`config.mk`:
```
export PLATFORM = sky130hd
export DESIGN_NAME = deserializer_align_msb
export DESIGN_NICKNAME = d
export VERILOG_FILES = /design/src/rtl/deserializer_align_msb.sv
export SDC_FILE = /design/constraint.sdc
export NUM_CORES = 1
export LEC_CHECK = 0
export ABC_AREA = 1
export ABC_CLOCK_PERIOD_IN_PS = 1700
export BUFFER_PORTS_ARGS = -buffer_cell sky130_fd_sc_hd__buf_4
export CAP_MARGIN = 10
export CORE_AREA = 2 2 53 55
export CTS_CLUSTER_SIZE = 20
export DETAILED_ROUTE_END_ITERATION = 6
export DIE_AREA = 0 0 55 57
export PLACE_DENSITY = 0.76
export SLEW_MARGIN = 10
export SYNTH_ARGS = -nofsm -noshare
export SYNTH_HDL_FRONTEND = slang
export SYNTH_SLANG_ARGS = --single-unit
export TNS_END_PERCENT = 10
```
`constraint.sdc`:
```
create_clock -name bitCK -period 1.7 [get_ports bitCK]
set_input_delay 0.255 -clock bitCK [delete_from_list [all_inputs] [get_ports bitCK]]
set_output_delay 0.255 -clock bitCK [all_outputs]
set_load 0.005 [all_outputs]
```
`src/rtl/deserializer_align_msb.sv`:
```
// -----------------------------------------------------------------------------
// deserializer_align_msb
//
// MSB-first serial-to-parallel receiver with word alignment. Each enabled
// rising edge of bitCK shifts one bit in. While unlocked, the receiver looks
// for SYNCWORD at every bit offset. It locks after LOCKCOUNT consecutive sync
// words that sit on the same word boundary. Once locked, every aligned word is
// presented on dout with a one-cycle dvalid strobe.
//
// Parameters
//   WORDWIDTH : word length in bits (>= 4)
//   SYNCWORD  : alignment pattern, transmitted MSB first
//   LOCKCOUNT : consecutive aligned sync words needed to lock (1..15)
//
// Ports
//   bitCK   in   bit clock; all state changes on its rising edge
//   rstn    in   asynchronous active-low reset
//   enable  in   bit qualifier; when low all state holds and dvalid is 0
//   sin     in   serial data, MSB of each word first
//   resync  in   request to drop lock and search again (used only when enable)
//   dout    out  last aligned word (registered)
//   dvalid  out  one-cycle strobe: dout updated this cycle
//   isSync  out  dout equals SYNCWORD
//   locked  out  high in the LOCKED state
// -----------------------------------------------------------------------------
module deserializer_align_msb #(
  parameter int                   WORDWIDTH = 8,
  parameter logic [WORDWIDTH-1:0] SYNCWORD  = 8'hE4,
  parameter int                   LOCKCOUNT = 3
) (
  input  logic                 bitCK,
  input  logic                 rstn,
  input  logic                 enable,
  input  logic                 sin,
  input  logic                 resync,
  output logic [WORDWIDTH-1:0] dout,
  output logic                 dvalid,
  output logic                 isSync,
  output logic                 locked
);

  localparam int             BCW     = $clog2(WORDWIDTH);
  localparam logic [BCW-1:0] BC_LAST = BCW'(WORDWIDTH - 1);
  localparam logic [3:0]     LC      = 4'(LOCKCOUNT);

  typedef enum logic [1:0] {
    ST_SEARCH  = 2'd0,
    ST_CONFIRM = 2'd1,
    ST_LOCKED  = 2'd2
  } state_t;

  // ---------------------------------------------------------------------------
  // Registers
  // ---------------------------------------------------------------------------
  state_t               r_state;
  // Only WORDWIDTH-1 history bits are needed: the candidate word is the
  // history plus the bit arriving on this edge.
  logic [WORDWIDTH-2:0] r_shift;
  logic [BCW-1:0]       r_bc;
  logic [3:0]           r_sc;
  logic [WORDWIDTH-1:0] r_dout;
  logic                 r_dvalid;
  logic                 r_issync;

  // ---------------------------------------------------------------------------
  // Next-state wires
  // ---------------------------------------------------------------------------
  state_t               w_state_next;
  logic [WORDWIDTH-2:0] w_shift_next;
  logic [BCW-1:0]       w_bc_next;
  logic [3:0]           w_sc_next;
  logic [WORDWIDTH-1:0] w_dout_next;
  logic                 w_dvalid_next;
  logic                 w_issync_next;

  logic [WORDWIDTH-1:0] w_word;
  logic                 w_is_sync;
  logic                 w_boundary;
  logic [BCW-1:0]       w_bc_inc;
  logic [3:0]           w_sc_inc;

  assign w_word     = {r_shift, sin};
  assign w_is_sync  = (w_word == SYNCWORD);
  assign w_boundary = (r_bc == BC_LAST);
  assign w_bc_inc   = r_bc + BCW'(1);
  assign w_sc_inc   = r_sc + 4'd1;

  // ---------------------------------------------------------------------------
  // Next-state and output logic
  // ---------------------------------------------------------------------------
  always_comb begin
    w_state_next  = r_state;
    w_shift_next  = r_shift;
    w_bc_next     = r_bc;
    w_sc_next     = r_sc;
    w_dout_next   = r_dout;
    w_issync_next = r_issync;
    // The strobe lasts one edge, whether or not the next edge is enabled.
    w_dvalid_next = 1'b0;

    if (enable) begin
      // The shifter runs on every enabled edge, including resync edges.
      w_shift_next = {r_shift[WORDWIDTH-3:0], sin};

      if (resync) begin
        // Resync wins over any boundary action, so a coincident locked
        // boundary produces no strobe and leaves dout untouched.
        w_state_next = ST_SEARCH;
        w_bc_next    = '0;
        w_sc_next    = 4'd0;
      end else begin
        case (r_state)
          ST_SEARCH: begin
            // bc is a fill counter here: it saturates at WORDWIDTH-1 so that
            // once the shifter is full every edge tests a new bit offset.
            if (!w_boundary) begin
              w_bc_next = w_bc_inc;
            end else if (w_is_sync) begin
              w_bc_next = '0;
              w_sc_next = 4'd1;
              if (LC == 4'd1) begin
                // Single-word lock: the sync word itself is emitted.
                w_state_next  = ST_LOCKED;
                w_dout_next   = w_word;
                w_dvalid_next = 1'b1;
                w_issync_next = 1'b1;
              end else begin
                w_state_next = ST_CONFIRM;
              end
            end
          end

          ST_CONFIRM: begin
            if (!w_boundary) begin
              w_bc_next = w_bc_inc;
            end else if (w_is_sync) begin
              w_bc_next = '0;
              w_sc_next = w_sc_inc;
              if (w_sc_inc == LC) begin
                // The LOCKCOUNT-th sync word is emitted on the locking edge.
                w_state_next  = ST_LOCKED;
                w_dout_next   = w_word;
                w_dvalid_next = 1'b1;
                w_issync_next = 1'b1;
              end
            end else begin
              // Broken sequence: restart the hunt from an empty fill.
              w_state_next = ST_SEARCH;
              w_bc_next    = '0;
              w_sc_next    = 4'd0;
            end
          end

          ST_LOCKED: begin
            if (!w_boundary) begin
              w_bc_next = w_bc_inc;
            end else begin
              // Data words never break lock; every boundary is emitted.
              w_bc_next     = '0;
              w_dout_next   = w_word;
              w_dvalid_next = 1'b1;
              w_issync_next = w_is_sync;
            end
          end

          default: begin
            w_state_next = ST_SEARCH;
            w_bc_next    = '0;
            w_sc_next    = 4'd0;
          end
        endcase
      end
    end
  end

  // ---------------------------------------------------------------------------
  // State register
  // ---------------------------------------------------------------------------
  always_ff @(posedge bitCK or negedge rstn) begin
    if (!rstn) begin
      r_state  <= ST_SEARCH;
      r_shift  <= '0;
      r_bc     <= '0;
      r_sc     <= 4'd0;
      r_dout   <= '0;
      r_dvalid <= 1'b0;
      r_issync <= 1'b0;
    end else begin
      r_state  <= w_state_next;
      r_shift  <= w_shift_next;
      r_bc     <= w_bc_next;
      r_sc     <= w_sc_next;
      r_dout   <= w_dout_next;
      r_dvalid <= w_dvalid_next;
      r_issync <= w_issync_next;
    end
  end

  assign dout   = r_dout;
  assign dvalid = r_dvalid;
  assign isSync = r_issync;
  assign locked = (r_state == ST_LOCKED);

endmodule

```
== Word-level counts from Yosys, hierarchy flattened ==
Index checks and enable logic that the tools add are counted.
W data, S select, Z words.
Operators by class
  $add $sub $neg: 2
  eq/ne operators: 15
  multiplexer cells: 35
  bitwise operators: 1
  reduce and logical (&&, ||, !) cells: 7
Operators with widths (count)
  $mux W8: 4
  $mux W4: 5
  $pmux W8 S2: 1
  $mux W2: 6
  $mux W3: 4
  $pmux W4 S3: 1
  $mux W1: 10
  $ne A3 B3 Y1 const B: 3
  $eq A8 B8 Y1 const B: 1
  $ne A2 B2 Y1 const B: 4
  $ne A4 B4 Y1 const B: 2
  $reduce_and A7 Y1: 1
  $pmux W2 S3: 1
  $pmux W3 S2: 1
  $reduce_and A6 Y1: 1
  $reduce_and A5 Y1: 1
  $add A4 B1 Y4 const B: 1
  $eq A4 B2 Y1 const B: 1
  $pmux W1 S2: 2
  $add A3 B1 Y3 const B: 1
  $eq A3 B3 Y1 const B: 1
  $eq A2 B1 Y1 const B: 1
  $eq A2 B2 Y1 const B: 1
  $logic_not A2 Y1: 1
  other kinds (5): 5
Word-level totals
  register bits after elaboration: 26
  input port bits: 5
  output and inout port bits: 11
  logic and storage cells: 67

== Logic depth before layout (Yosys ltp) ==
  word-level depth: 8
  depth in mapped cells: 10
  mapped depth without buffers: 10

== Least setup slack after synthesis ==
Ideal clock, no wire load.
  path type: reg-to-reg
  from: register r_state[0]
  to: register r_sc[2]
  library setup time: 116 ps
  arrival: 1308 ps
  required time: 1584 ps
  path slack: 275 ps
  cell stages (with the launch flop): 10
  buffers on the path: 0
  clock period less this slack: 1425 ps
  cell sequence: dfrtp_1 > inv_1 > ha_1 > inv_1 > nor2_1 > nand2_1 > nand3_2 > nor2_1 > nand2_1 > nand2_1
Between the ends
  word-level cells in the longest chain between the ends: 3
  elaborated cells on any way between the ends: 10
  those cells by class: eq/ne (6); mux (2); reduce/logical (2)
Ends and longest elaborated chain
  from (decl): RTL line 55  | state_t r_state;
  from (signal assigned): RTL line 189  | r_state <= w_state_next;
  $eq A2 B1 Y1 (tied with other cells): RTL line 112  | case (r_state)
  $ne A3 B3 Y1 (no source line) (tied with other cells)
  $reduce_and A5 Y1 (no source line) / $mux W4 (equally long branches)
  to (signal assigned): RTL line 192  | r_sc <= w_sc_next;
  to (decl): RTL line 60  | logic [3:0] r_sc;
Several ways; a longest one is shown, not always the timed one.
A chain may end at the register's enable or synchronous reset.

== Final worst setup path ==
  from: register r_state[0]
  to: output locked
Between the ends
  word-level cells in the longest chain between the ends: 1
Ends and longest elaborated chain
  $eq A2 B2 Y1: RTL line 202  | assign locked = (r_state == ST_LOCKED);
  to (decl): RTL line 39  | output logic locked
No other way between the ends.

==> impl_metrics.csv <==
group,metric,value,unit
die,fp.dieW,55,um
route,met1_length,1.29,mm
die,rows,19,
finish,drive_gt1_frac,0.214,
pwr,switching_share,0.315,
setup_path,required,1.44,ns
setup_path,arrival,1.32,ns
finish,mostFrequentLayoutCells,"nand2_1, dfrtp_1, buf_4, inv_1, nand4_1",
die,die_area,0.00314,mm^2
die,core_area,0.00262,mm^2
setup_path,path_class,"reg2out",
pwr,p_total,1.50,mW
pwr,p_int,1.02,mW
status,status,"finished, final reports clean",
global_route,antenna_found_initial,0,
run,max-cap-violations,0,
cts,htree_num_levels,1,
sta,finalHoldViolCount,0,
global_route,grt_pass1_wl,4.56,mm
cts,clock_latency,0.32,ns
global_route,grt_usage,0.191,
sta,rsz0062_at_grt,"false",
setup_path,startpoint_type,"flop",
sta,period_needed,1.57,ns
die,die_h,57,um
finish,final_common_cell,"nand2_1",
pwr,ir_worst_vdd,0.644,mV
setup_path,reg2regPathDepth,7,
worst_hold_path,min-delay-start,"sin",
route,postRouteWirelength,2.71,mm
sta,worst_pin_slew,0.324,ns
sta,setup_viol,0,
logic_synthesis,synth_warnings,0,
placed_design,hpwlAfterDp,2.04,mm
cts,cts_buffers,3,
finish,diodes,0,
placed_design,port_buffers,15,
die,start_util,0.532,
logic_synthesis,synthesis.area,0.00139,mm^2
pwr,p_seq_frac,0.489,
sta,fin_setup_tns,0,ns
logic_synthesis,synthesis.instances,168,
logic_synthesis,synth_area_per_cell,8.28,um^2
cts,tritoncts,"yes",
cts,cts_max_path_buffers,2,
die,io-pin-count,16,
global_route,grt_pass1_vias,1067,
cts,cts.sinks,26,
finish,fin_area,0.00162,mm^2
pwr,leakage,0.824,nW
global_route,globalRouteOverflowTotal,0,
sta,min_period_over_period,0.924,
finish,area_growth,16.3,%
sta,finalClockSkew,0.00264,ns
logic_synthesis,yosysSeqAreaShare,0.468,
pwr,combPwrFrac,0.226,
global_route,grt_max_degree,27,
pwr,switching_power,471,uW
route,first_pass_iters,4,
setup_path,cp-end-kind,"primary output",
logic_synthesis,ys_types,20,
setup_path,reg2reg_from,"r_state[1]",
setup_path,crit_start,"r_state[0]",
setup_path,r2r_slack,0.13,ns
sta,fmax,637,MHz
worst_hold_path,worst_hold_path.num_cells,3,
worst_hold_path,hold_class,"in2reg",
sta,slew_headroom,0.782,
sta,drv_slew,0,
route,drt-vias-per-instance,5.12,
logic_synthesis,ys_seq_elements,26,
pwr,clkPwrFrac,0.285,
route,post-route-drc-count,0,
worst_hold_path,hold_end,"r_shift[0]",
setup_path,r2r_end,"dout[3]",
cts,path_clk_slew,0.14,ns
placed_design,place_area,0.00154,mm^2
route,drt_iter0_markers,42,
logic_synthesis,synth_fp_nets,181,
route,met2_wirelength,1.31,mm
finish,layout.nets,201,
route,antenna_left,0,
setup_path,critPathMaxFanout,5,
route,vias,1116,
placed_design,gp_congestion,0.863,
pwr,powerDensity,925,mW/mm^2
route,routed.top_layer,"met4",
cts,root_buffer,"clkbuf_4",
route,wl_per_cell,12.4,um
route,met3_length,89,um
==> worst max path at each step <==
stage	cells after the start	slack, ns	endpoint
6_report	3	0.13	locked
5_1_grt	9	0.003	dout[1]
4_1_cts	9	0.04	r_sc[2]
3_5_place_dp	9	0.10	r_sc[2]
3_3_place_gp	9	0.14	r_sc[2]
2_1_floorplan	9	0.28	r_sc[2]
==> stage by stage <==
| step | setup WS, ns | instances | hold WS (ns) | util |
|---|---|---|---|---|
| after floorplan | 0.275 | 168 | -0.0406 | - |
| after global placement | 0.143 | 213 | 0.177 | 0.589 |
| after detailed placement | 0.102 | 213 | 0.182 | 0.589 |
| after CTS | 0.0424 | 218 | 0.147 | 0.613 |
| after global routing | 0.00307 | 218 | 0.184 | 0.619 |
| final | 0.129 | 218 | 0.151 | 0.619 |
==> cell type report <==
type | instances | area, um^2
fill | 245 | 997
multi-input combinational | 123 | 681
sequential | 26 | 652
timing repair buffer | 17 | 130
inverter | 17 | 63.8
tap | 31 | 38.8
clock inverter | 1 | 30.0
clock buffer | 3 | 22.5
==> cells by family (layout without fill, tap and decap cells) <==
logic type / count (synthesis) / in the layout / synth area share
simple gates: 102 / 102 / 0.337
flops: 26 / 26 / 0.468
buf+inv: 19 / 38 / 0.0522
compound gates: 13 / 13 / 0.0710
fa+ha+maj: 8 / 8 / 0.0719
==> power groups by stage <==
stage	Combinational, mW	Clock [mW]	Sequential, mW
after floorplan	0.246	0	0.726
after global placement	0.302	0	0.735
after detailed placement	0.311	0	0.739
after CTS	0.319	0.433	0.726
after global routing	0.384	0.457	0.739
final	0.338	0.426	0.732
==> critical path: stages (launching register included) <==
cell	delay, ns
dfrtp_1	0.44
inv_1	0.10
ha_1	0.29
buf_4	0.17
==> metal layers <==
metal | GRT usage | vias up
li1 | - | 578
met1 | 0.268 | 515
met2 | 0.310 | 21
met3 | 0.0236 | 2
met4 | 0.0523 | 0
met5 | 0 | -
==> cells in the mapped netlist <==
cell type,number,area share
inv_2,4,0.011
nor2_2,3,0.013
nand3_2,2,0.014
nand2_2,4,0.018
dfrtp_1,26,0.47
inv_1,13,0.035
o21ai_1,2,0.0072
nand2_4,1,0.0081
nand2_1,64,0.17
o21ai_4,1,0.012
a21oi_4,2,0.023
nor4_1,1,0.0045
buf_2,1,0.0036
nor2_1,10,0.027
ha_1,8,0.072
clkbuf_1,1,0.0027
nand4_1,10,0.045
o21ai_0,8,0.029
nand3_4,1,0.013
nand3_1,6,0.022
==> timing repair <==
item | 4_1_cts | 5_1_grt
resized for setup | 0 | 4
endpoints found under the setup margin | 0 | 18
hold endpoints to repair | 26 | 0
hold buffers | 1 | 0
buffers inserted | 0 | 0
==> registers in the layout, summed over array words and instances (netlist names) <==
register / flops
r_state: 2
r_shift: 7
dvalid: 1
isSync: 1
r_bc: 3
r_sc: 4
dout: 8
No activity file was read; power rests on OpenSTA's default activity.
